$ cat config.mk
export PLATFORM = sky130hd
export DESIGN_NAME = demux1t16_32_buf
export DESIGN_NICKNAME = d
export VERILOG_FILES = /design/src/rtl/demux_pkg.sv /design/src/rtl/demux_slot.sv /design/src/rtl/demux1t16_32_buf.sv
export SDC_FILE = /design/constraint.sdc
export NUM_CORES = 1
export LEC_CHECK = 0
export ABC_AREA = 1
export BUFFER_PORTS_ARGS = -buffer_cell sky130_fd_sc_hd__clkbuf_2
export CORE_ASPECT_RATIO = 1.5
export CORE_MARGIN = 1
export CORE_UTILIZATION = 50
export CTS_CLUSTER_SIZE = 10
export DETAILED_ROUTE_END_ITERATION = 6
export GPL_ROUTABILITY_DRIVEN = 0
export PLACE_DENSITY_LB_ADDON = 0.08
export SYNTH_ARGS = -nofsm -noshare
export SYNTH_HDL_FRONTEND = slang
export SYNTH_SLANG_ARGS = --single-unit
$ cat constraint.sdc
create_clock -name clk -period 9.8 [get_ports clk]
set_input_delay 2.45 -clock clk [delete_from_list [all_inputs] [get_ports clk]]
set_output_delay 2.45 -clock clk [all_outputs]
set_load 0.05 [all_outputs]
$ cat src/rtl/demux_pkg.sv
// Shared constants for the 1-to-16 buffered demux: channel count, select width,
// default data width, and the occupancy counter helper.
package demux_pkg;

  localparam int NCH    = 16;
  localparam int SEL_W  = 4;
  localparam int WIDTH  = 32;
  localparam int PEND_W = 5;

  typedef logic [SEL_W-1:0]  sel_t;
  typedef logic [PEND_W-1:0] pend_t;

  function automatic pend_t popcount_ch(input logic [NCH-1:0] v);
    pend_t cnt;
    cnt = '0;
    for (int k = 0; k < NCH; k++) begin
      cnt = cnt + pend_t'(v[k]);
    end
    return cnt;
  endfunction

endpackage

$ cat src/rtl/demux_slot.sv
// One output channel: a data register plus a valid flag.
// A load wins over a drain in the same cycle, so a full slot can be refilled with no bubble.
module demux_slot #(
  parameter int WIDTH = demux_pkg::WIDTH
) (
  input  logic             clk,
  input  logic             rst,
  input  logic             i_load,
  input  logic             i_drain,
  input  logic [WIDTH-1:0] i_data,
  output logic [WIDTH-1:0] o_data,
  output logic             o_valid
);

  logic [WIDTH-1:0] r_data;
  logic             r_valid;

  always_ff @(posedge clk) begin
    if (rst) begin
      r_data  <= '0;
      r_valid <= 1'b0;
    end else if (i_load) begin
      r_data  <= i_data;
      r_valid <= 1'b1;
    end else if (i_drain) begin
      r_valid <= 1'b0;
    end
  end

  assign o_data  = r_data;
  assign o_valid = r_valid;

endmodule

$ cat src/rtl/demux1t16_32_buf.sv
// Buffered 1-to-16 demultiplexer: each accepted word lands in the slot picked by s
// and waits there until that channel's consumer takes it.
module demux1t16_32_buf #(
  parameter int WIDTH = demux_pkg::WIDTH,
  parameter int NCH   = demux_pkg::NCH
) (
  input  logic                        clk,
  input  logic                        rst,
  input  logic [demux_pkg::SEL_W-1:0] s,
  input  logic [WIDTH-1:0]            i,
  input  logic                        i_valid,
  output logic                        i_ready,
  output logic [NCH*WIDTH-1:0]        o,
  output logic [NCH-1:0]              o_valid,
  input  logic [NCH-1:0]              o_ready,
  output logic [demux_pkg::PEND_W-1:0] pending
);

  import demux_pkg::*;

  logic           w_accept;
  logic [NCH-1:0] w_load;
  logic [NCH-1:0] w_drain;
  logic [NCH-1:0] w_next_valid;
  pend_t          r_pending;

  // Ready only looks at the selected slot, so it never depends on i_valid.
  assign i_ready  = ~o_valid[s] | o_ready[s];
  assign w_accept = i_valid & i_ready;

  for (genvar k = 0; k < NCH; k++) begin : g_slot
    assign w_load[k] = w_accept & (s == sel_t'(k));

    demux_slot #(
      .WIDTH(WIDTH)
    ) u_slot (
      .clk     (clk),
      .rst     (rst),
      .i_load  (w_load[k]),
      .i_drain (o_ready[k]),
      .i_data  (i),
      .o_data  (o[k*WIDTH +: WIDTH]),
      .o_valid (o_valid[k])
    );
  end

  // Count the valid flags the slots are about to hold, so pending tracks o_valid exactly.
  assign w_drain      = o_valid & o_ready;
  assign w_next_valid = w_load | (o_valid & ~w_drain);

  always_ff @(posedge clk) begin
    if (rst) begin
      r_pending <= '0;
    end else begin
      r_pending <= popcount_ch(w_next_valid);
    end
  end

  assign pending = r_pending;

endmodule

==> impl_table.tex, run 1 <==
\begin{tabular}{lr}
\hline
Metric & Value \\
\hline
\multicolumn{2}{l}{\textbf{Floorplanning}} \\
Die Height & 284 um \\
Area of the core & 52600 um2 \\
Horiz. Die Dim & 190 um \\
Overall die area & 54000 um2 \\
\# IOs & 589 \\
Initial core utilization & about half \\
Row count & 103 \\
\multicolumn{2}{l}{\textbf{STA}} \\
Remaining max-slew budget at the tightest pin & between 20 and 25\% \\
Setup ws final & 2.07 ns \\
Final hold violation count & 0 \\
Fraction of the cycle the final worst path needs & between 70\% and 80\% \\
Final Setup Violations & 0 \\
Clock period minus worst slack & 7.73 ns \\
Min Hold Slack & 0.506 ns \\
Max-slew violation total from the final report & 0 \\
Clock tree skew after final layout & 0.0127 ns \\
Worst-margin pin slew & 1.20 ns \\
Achievable clock frequency & 0.129 GHz \\
Unrepaired setup endpoints after global routing & no \\
Total Neg Setup Slack & 0 ns \\
\multicolumn{2}{l}{\textbf{GRT}} \\
Gr ovfl total & 0 \\
Antenna violations before repair & 4 \\
First-pass GRT wire length & 144000 um \\
Via count of the first global-routing pass & 23142 \\
Largest net degree at the start of global routing & 135 \\
Combined global-route utilization of all metal layers & 35.3\% \\
\multicolumn{2}{l}{\textbf{Worst setup path}} \\
Critical path startpoint category & primary input \\
Crit path arrival time & between 5 and 6 ns \\
Required arrival time at the worst endpoint & 7.35 ns \\
Cell mode on critical path & sky130\_fd\_sc\_hd\_\_nand2\_1 \\
Worst path buffer plus inverter count & 5 \\
Critical-path cell list & clkbuf\_2, inv\_2, nand2\_1, nand2\_1, nand2\_1, nand2\_1, nand2\_1, nand2\_1, clkinv\_1, nand2\_1, nand2\_8, buf\_4, clkbuf\_2 \\
Max FO, Critical Path & 127 \\
Worst setup path category & primary input to primary output \\
Slowest CP cell & sky130\_fd\_sc\_hd\_\_buf\_4 \\
Worst setup EP type & primary output \\
CP delay by family, top & buffers and inverters \\
Highest cell delay on the worst timing path & 0.75 ns \\
\multicolumn{2}{l}{\textbf{Placed design}} \\
Number of input and output port buffers inserted & 588 \\
Area post-placement & 29200 um2 \\
Half-perimeter wire length after detailed placement & 61100 um \\
Pre-CTS setup slack & $\sim$1.7 ns \\
\multicolumn{2}{l}{\textbf{Routing}} \\
Pre-antenna DRT Iters & 6 \\
Initial DRC Count & between 2000 and 2500 \\
Routed length per instance & around 19 um \\
Final ANT Viol Nets & 0 \\
Via-to-Cell Ratio & 4.99 \\
Final WL & a little under 100000 um \\
Vias after detailed routing & 26340 \\
Post-route DRC & 0 \\
\multicolumn{2}{l}{\textbf{Synth}} \\
Count of unique library cells instantiated by Yosys & 21 \\
Mean area per synthesized cell & 6.31 um2 \\
Register bit total from synthesis & 533 \\
Count of flip-flops with a built-in enable after synthesis & 0 \\
Async set or reset register ratio after synthesis & 0\% \\
Syn Std Cell Area & approximately 27000 um2 \\
Most used DFF post-synth & sky130\_fd\_sc\_hd\_\_dfxtp\_1 \\
Yosys warning total & 0 \\
Seq/Total Area, Yosys & about two fifths \\
Synthesized netlist net count & 4274 \\
Gate Count Post-Synth & 4204 \\
\multicolumn{2}{l}{\textbf{Final layout}} \\
Proportion of layout cells with a drive suffix above 1 & between 10\% and 20\% \\
Final instance area & 30700 um2 \\
Net count reported at finish & 4660 \\
Layout overhead on the synthesized area & 15.8\% \\
\multicolumn{2}{l}{\textbf{CTS}} \\
Clock Tree Buf Depth & 3 \\
Post-cts repair resize count & 0 \\
Number of clock sinks & 533 \\
Clock root buffer & sky130\_fd\_sc\_hd\_\_clkbuf\_16 \\
Number of H-tree levels & 2 \\
Post-CTS clock slew at the launch and capture registers of the worst setup and hold paths & 0.06 ns \\
Clock tree from TritonCTS & built \\
Clock latency reported for the late side of the worst-skew pair & roughly 0.6 ns \\
Post-CTS Setup Bufs & 0 \\
Clock buffer count from CTS & between 50 and 60 \\
Hold-fix buffer count after cts & 0 \\
\multicolumn{2}{l}{\textbf{Power}} \\
Pwr Density & 158 nW/um2 \\
Peak VDD IR & 0.133 mV \\
Leakage power & 0.0165 uW \\
Post-layout total power & around 4900 uW \\
\multicolumn{2}{l}{\textbf{Worst hold path}} \\
Worst min-delay path category & flip-flop to flip-flop \\
\multicolumn{2}{l}{\textbf{Flow run}} \\
Max-capacitance violation count & 0 \\
\multicolumn{2}{l}{\textbf{Run status}} \\
Run status & finished clean \\
\hline
\end{tabular}
sequential cells by signal, summed over array words and instances, names as in the netlist:
| register | flops |
|---|---|
| g_slot.u_slot.o_data | 512 |
| g_slot.u_slot.o_valid | 16 |
| pending | 5 |
power by group:
| part | switching [uW] | internal (uW) |
|---|---|---|
| logic | 514 | 141 |
| clock network | 869 | 1090 |
| registers | 38.5 | 2220 |
per-stage QoR:
step,std cells,util (%)
after floorplan,4204,-
after global placement,5211,55.5
after detailed placement,5211,55.5
after CTS,5274,58.4
after global routing,5274,58.4
final,5276,58.5
final cells by class:
type	instances	area, um2
Antenna cell	2	5.00
Clock buffer	62	1540
Clock inverter	1	7.51
Fill cell	5329	21800
Inverter	1103	4150
Multi-Input combinational cell	2245	10100
Sequential cell	533	10700
Tap cell	682	853
Timing Repair Buffer	648	3400
metal layers:
layer	up-vias	global-route usage, %	part of all wire, %
met4	6	21.9	6.6
met2	1216	56.6	47
met5	-	0	0.041
met3	283	5.68	7.8
met1	11728	43.9	39
li1	13107	-	-
tightest hold or removal path: cells and delay by family, from the launching register on:
kind / cells / cell delay (ns)
buffers and inverters: 2 / 0.08
AND/OR/NAND/NOR: 2 / 0.07
flip-flops: 1 / 0.30
cells in the mapped netlist (10+ instances only):
master                     number  area share [%]
sky130_fd_sc_hd__buf_2         61             1.2
sky130_fd_sc_hd__buf_1         63            0.89
sky130_fd_sc_hd__clkbuf_1     135             1.9
sky130_fd_sc_hd__inv_1       1078              15
sky130_fd_sc_hd__nand4_1      512              12
sky130_fd_sc_hd__nand3_2       11            0.41
sky130_fd_sc_hd__inv_2         22            0.31
sky130_fd_sc_hd__nand2_1     1141              16
sky130_fd_sc_hd__buf_4         17            0.48
sky130_fd_sc_hd__a21oi_1       13            0.25
sky130_fd_sc_hd__nor2_1       540             7.6
sky130_fd_sc_hd__fa_1          10            0.75
sky130_fd_sc_hd__buf_6         47             2.0
sky130_fd_sc_hd__dfxtp_1      533              40
layout by cell type (no fill, tap or decap), types with 12 or more instances in the layout:
cell type                      n
sky130_fd_sc_hd__nand4_1     512
sky130_fd_sc_hd__inv_2        21
sky130_fd_sc_hd__a21oi_1      13
sky130_fd_sc_hd__nand2_1    1141
sky130_fd_sc_hd__inv_1      1078
sky130_fd_sc_hd__clkbuf_16    61
sky130_fd_sc_hd__clkbuf_2    587
sky130_fd_sc_hd__buf_4        60
sky130_fd_sc_hd__dfxtp_1     533
sky130_fd_sc_hd__nand3_2      12
sky130_fd_sc_hd__nor2_1      524
kinds of logic (layout without fill, tap and decap cells):
family                     after synthesis  after routing  synth area share [%]
adders and majority gates               15             15                 0.990
and+or+nand+nor                       2211           2211                  36.4
other                                    0              2                     0
AOI/OAI and AO/OA                       19             19                 0.368
DFF                                    533            533                  40.2
buffers and inverters                 1426           1814                  22.0
worst paths after layout:
check | start | endpoint | slack, ns | depth (start not counted)
worst max-delay path | s[0] | i_ready | 2.07 | 13
worst min-delay path | g_slot[11].u_slot.o_data[27] | g_slot[11].u_slot.o_data[27] | 0.51 | 4
worst min register to register | g_slot[11].u_slot.o_data[27] | g_slot[11].u_slot.o_data[27] | 0.51 | 4
worst max register to register | g_slot[13].u_slot.o_valid | pending[2] | 4.37 | 24
(Power assumes the default switching activity.)
==> run 2, diff against run 1 <==
- clock period: 9.8 -> 7.8 ns (I/O delays scaled with it)
==> run 2 against run 1 <==
Effect of this change:
- global-route usage is 0.072 points higher
- sequential share of layout area hardly changed
- worst hold slack is essentially flat
- combinational power increased by 25%
- wire length fell by 0.11%
- flip-flop and latch count unchanged
- utilization barely moved
- largest cell class unchanged
- highest routed layer unchanged
==> impl_table.tex, run 2 (same netlist as run 1, synthesis figures left out) <==
\begin{tabular}{lr}
\hline
Metric & Value \\
\hline
\multicolumn{2}{l}{\textbf{Worst hold path}} \\
Hold depth & 4 (unchanged) \\
Worst min-delay path category & flip-flop to flip-flop \\
\multicolumn{2}{l}{\textbf{Final layout}} \\
Highest-count cells in the layout ignoring fill and taps & sky130\_fd\_sc\_hd\_\_nand2\_1, sky130\_fd\_sc\_hd\_\_inv\_1, sky130\_fd\_sc\_hd\_\_clkbuf\_2 \\
Util after Layout & 58.5\% (about the same) \\
Net count reported at finish & 4658 (-0.043\%) \\
Layout overhead on the synthesized area & 15.8\% (about the same) \\
Proportion of layout cells with a drive suffix above 1 & 16.6\% (-0.040 points) \\
Most common library cell in the layout ignoring fill and taps & sky130\_fd\_sc\_hd\_\_nand2\_1 \\
Number of flip-flops under the largest register name & 512 (unchanged) \\
\multicolumn{2}{l}{\textbf{Floorplanning}} \\
Die Height & 284 um (unchanged) \\
Overall die area & 54000 um2 (unchanged) \\
\# IOs & 589 (unchanged) \\
Area of the core & 52600 um2 (unchanged) \\
Initial core utilization & 50.5\% (unchanged) \\
Horiz. Die Dim & 190 um (unchanged) \\
Row count & 103 (unchanged) \\
\multicolumn{2}{l}{\textbf{STA}} \\
Max-slew violation total from the final report & 0 (unchanged) \\
Final hold violation count & 0 (unchanged) \\
Fraction of the cycle the final worst path needs & between 80\% and 90\% \\
Worst-margin pin slew & 1.32 ns (+0.125 ns) \\
Unrepaired setup endpoints after global routing & no \\
Remaining max-slew budget at the tightest pin & 11.7\% (-8.3 points) \\
Achievable clock frequency & 0.151 GHz \\
Clock period minus worst slack & about 6.6 ns \\
Clock tree skew after final layout & 0.0208 ns (+0.00807 ns) \\
Total Neg Setup Slack & 0 ns (unchanged) \\
Final Setup Violations & 0 (unchanged) \\
\multicolumn{2}{l}{\textbf{GRT}} \\
First-pass GRT wire length & 144000 um (+0.22\%) \\
Grt met3 use & 6.53\% (+0.85 points) \\
Via count of the first global-routing pass & 23348 (+0.89\%) \\
Antenna violations before repair & 4 (unchanged) \\
Largest net degree at the start of global routing & 216 (+60\%) \\
Met2 layer usage reported by global route & 55.8\% (-0.77 points) \\
Met1 track demand over resource & 43.5\% (-0.42 points) \\
Most used routing layer in global routing & met2 \\
Gr ovfl total & 0 (unchanged) \\
Combined global-route utilization of all metal layers & 35.4\% (+0.072 points) \\
\multicolumn{2}{l}{\textbf{Worst setup path}} \\
Worst setup path category & primary input to primary output \\
Max FO, Critical Path & 215 (+69\%) \\
Reg2reg path depth & 22 (-8.3\%) \\
Critical path startpoint category & primary input \\
Crit path arrival time & 4.66 ns (-0.62 ns) \\
Required arrival time at the worst endpoint & 5.85 ns (-1.50 ns) \\
Worst setup EP type & primary output \\
\multicolumn{2}{l}{\textbf{Power}} \\
Leakage power & 0.0165 uW (about the same) \\
Switching power as a share of total power & 29.3\% (+0.061 points) \\
Pwr Density & 198 nW/um2 (+25\%) \\
Comb power frac & 13.5\% (about the same) \\
Proportion of power drawn by the clock network & 40.1\% (about the same) \\
Post-layout total power & 6100 uW (+25\%) \\
Sequential group share of total power & 46.4\% (about the same) \\
Peak VDD IR & 0.176 mV (+32\%) \\
Internal portion of total power & 4310 uW (+25\%) \\
NetSw & 1780 uW (+26\%) \\
\multicolumn{2}{l}{\textbf{Routing}} \\
Post-route DRC & 0 (unchanged) \\
Via-to-Cell Ratio & 4.97 (-0.42\%) \\
Routed length per instance & 18.7 um (about the same) \\
Vias after detailed routing & 26220 (-0.46\%) \\
Final ANT Viol Nets & 0 (unchanged) \\
Pre-antenna DRT Iters & 6 (unchanged) \\
Initial DRC Count & 2405 (-0.99\%) \\
Final WL & 98800 um (-0.11\%) \\
\multicolumn{2}{l}{\textbf{CTS}} \\
Clock Tree Buf Depth & 3 (unchanged) \\
Clock buffer count from CTS & 59 (unchanged) \\
Number of H-tree levels & 2 (unchanged) \\
Clock tree from TritonCTS & built \\
Post-CTS Setup Bufs & 0 (unchanged) \\
Number of clock sinks & 533 (unchanged) \\
Clock latency reported for the late side of the worst-skew pair & 0.62 ns (+0.02 ns) \\
Clock root buffer & sky130\_fd\_sc\_hd\_\_clkbuf\_16 \\
Hold-fix buffer count after cts & 0 (unchanged) \\
Post-CTS clock slew at the launch and capture registers of the worst setup and hold paths & 0.05 ns (about the same) \\
Post-cts repair resize count & 0 (unchanged) \\
\multicolumn{2}{l}{\textbf{Run status}} \\
Run status & finished clean \\
\multicolumn{2}{l}{\textbf{Placed design}} \\
Half-perimeter wire length after detailed placement & 59600 um (-2.4\%) \\
Number of input and output port buffers inserted & 588 (unchanged) \\
\multicolumn{2}{l}{\textbf{Flow run}} \\
Max-capacitance violation count & 0 (unchanged) \\
\hline
\end{tabular}
-- run 2: power by group through the flow --
stage	clock network (uW)	logic [uW]	registers [uW]
finish	2440	822	2830
CTS	2480	813	2830
detailed placement	0	810	2890
global placement	0	808	2890
global route	2570	880	2840
floorplan	0	373	3090
-- run 2: final cells by class --
type,count,area (um2)
antenna,1,2.50
clock buffer,63,1520
clock inverter,1,8.76
fill,5370,21800
inverter,1103,4150
multi-input combinational,2245,10100
sequential,533,10700
tap,682,853
timing repair buffer,646,3430
-- run 2: layer usage --
layer  wire length, um  share of wire [%]  vias to the layer above
li1                  -                  -                    13102
met1             38000                 38                    11579
met2             45200                 46                     1232
met3              8540                8.6                      303
met4              7050                7.1                        4
met5                22              0.022                        -
-- run 2: worst paths after layout --
check / from / slack [ns] / endpoint
worst min-delay path: g_slot[13].u_slot.o_data[11] / 0.51 / g_slot[13].u_slot.o_data[11]
worst max-delay path: s[0] / 1.19 / i_ready
worst max register to register: g_slot[8].u_slot.o_valid / 3.05 / pending[3]
worst min register to register: g_slot[13].u_slot.o_data[11] / 0.51 / g_slot[13].u_slot.o_data[11]
-- run 2: worst max-delay path: stages --
cell and delay [ns]:
sky130_fd_sc_hd__clkbuf_2 0.35, sky130_fd_sc_hd__inv_2 0.22, sky130_fd_sc_hd__nand2_1 0.10, sky130_fd_sc_hd__nand2_1 0.05, sky130_fd_sc_hd__nand2_1 0.05, sky130_fd_sc_hd__nand2_1 0.05
sky130_fd_sc_hd__nand2_1 0.05, sky130_fd_sc_hd__nand2_1 0.05, sky130_fd_sc_hd__clkinv_1 0.04, sky130_fd_sc_hd__nand2_1 0.11, sky130_fd_sc_hd__nand2_8 0.33, sky130_fd_sc_hd__buf_12 0.61
sky130_fd_sc_hd__clkbuf_2 0.42
-- run 2: metrics by stage --
stage / setup slack (ns) / instance area (um2) / instances / hold WS, ns
finish: 1.19 / 30700 / 5274 / 0.507
detailed placement: 0.845 / 29200 / 5209 / 0.495
CTS: 1.27 / 30700 / 5273 / 0.507
floorplan: 1.66 / 26500 / 4204 / 0.479
global route: 1.01 / 30700 / 5274 / 0.532
global placement: 0.942 / 29200 / 5209 / 0.495
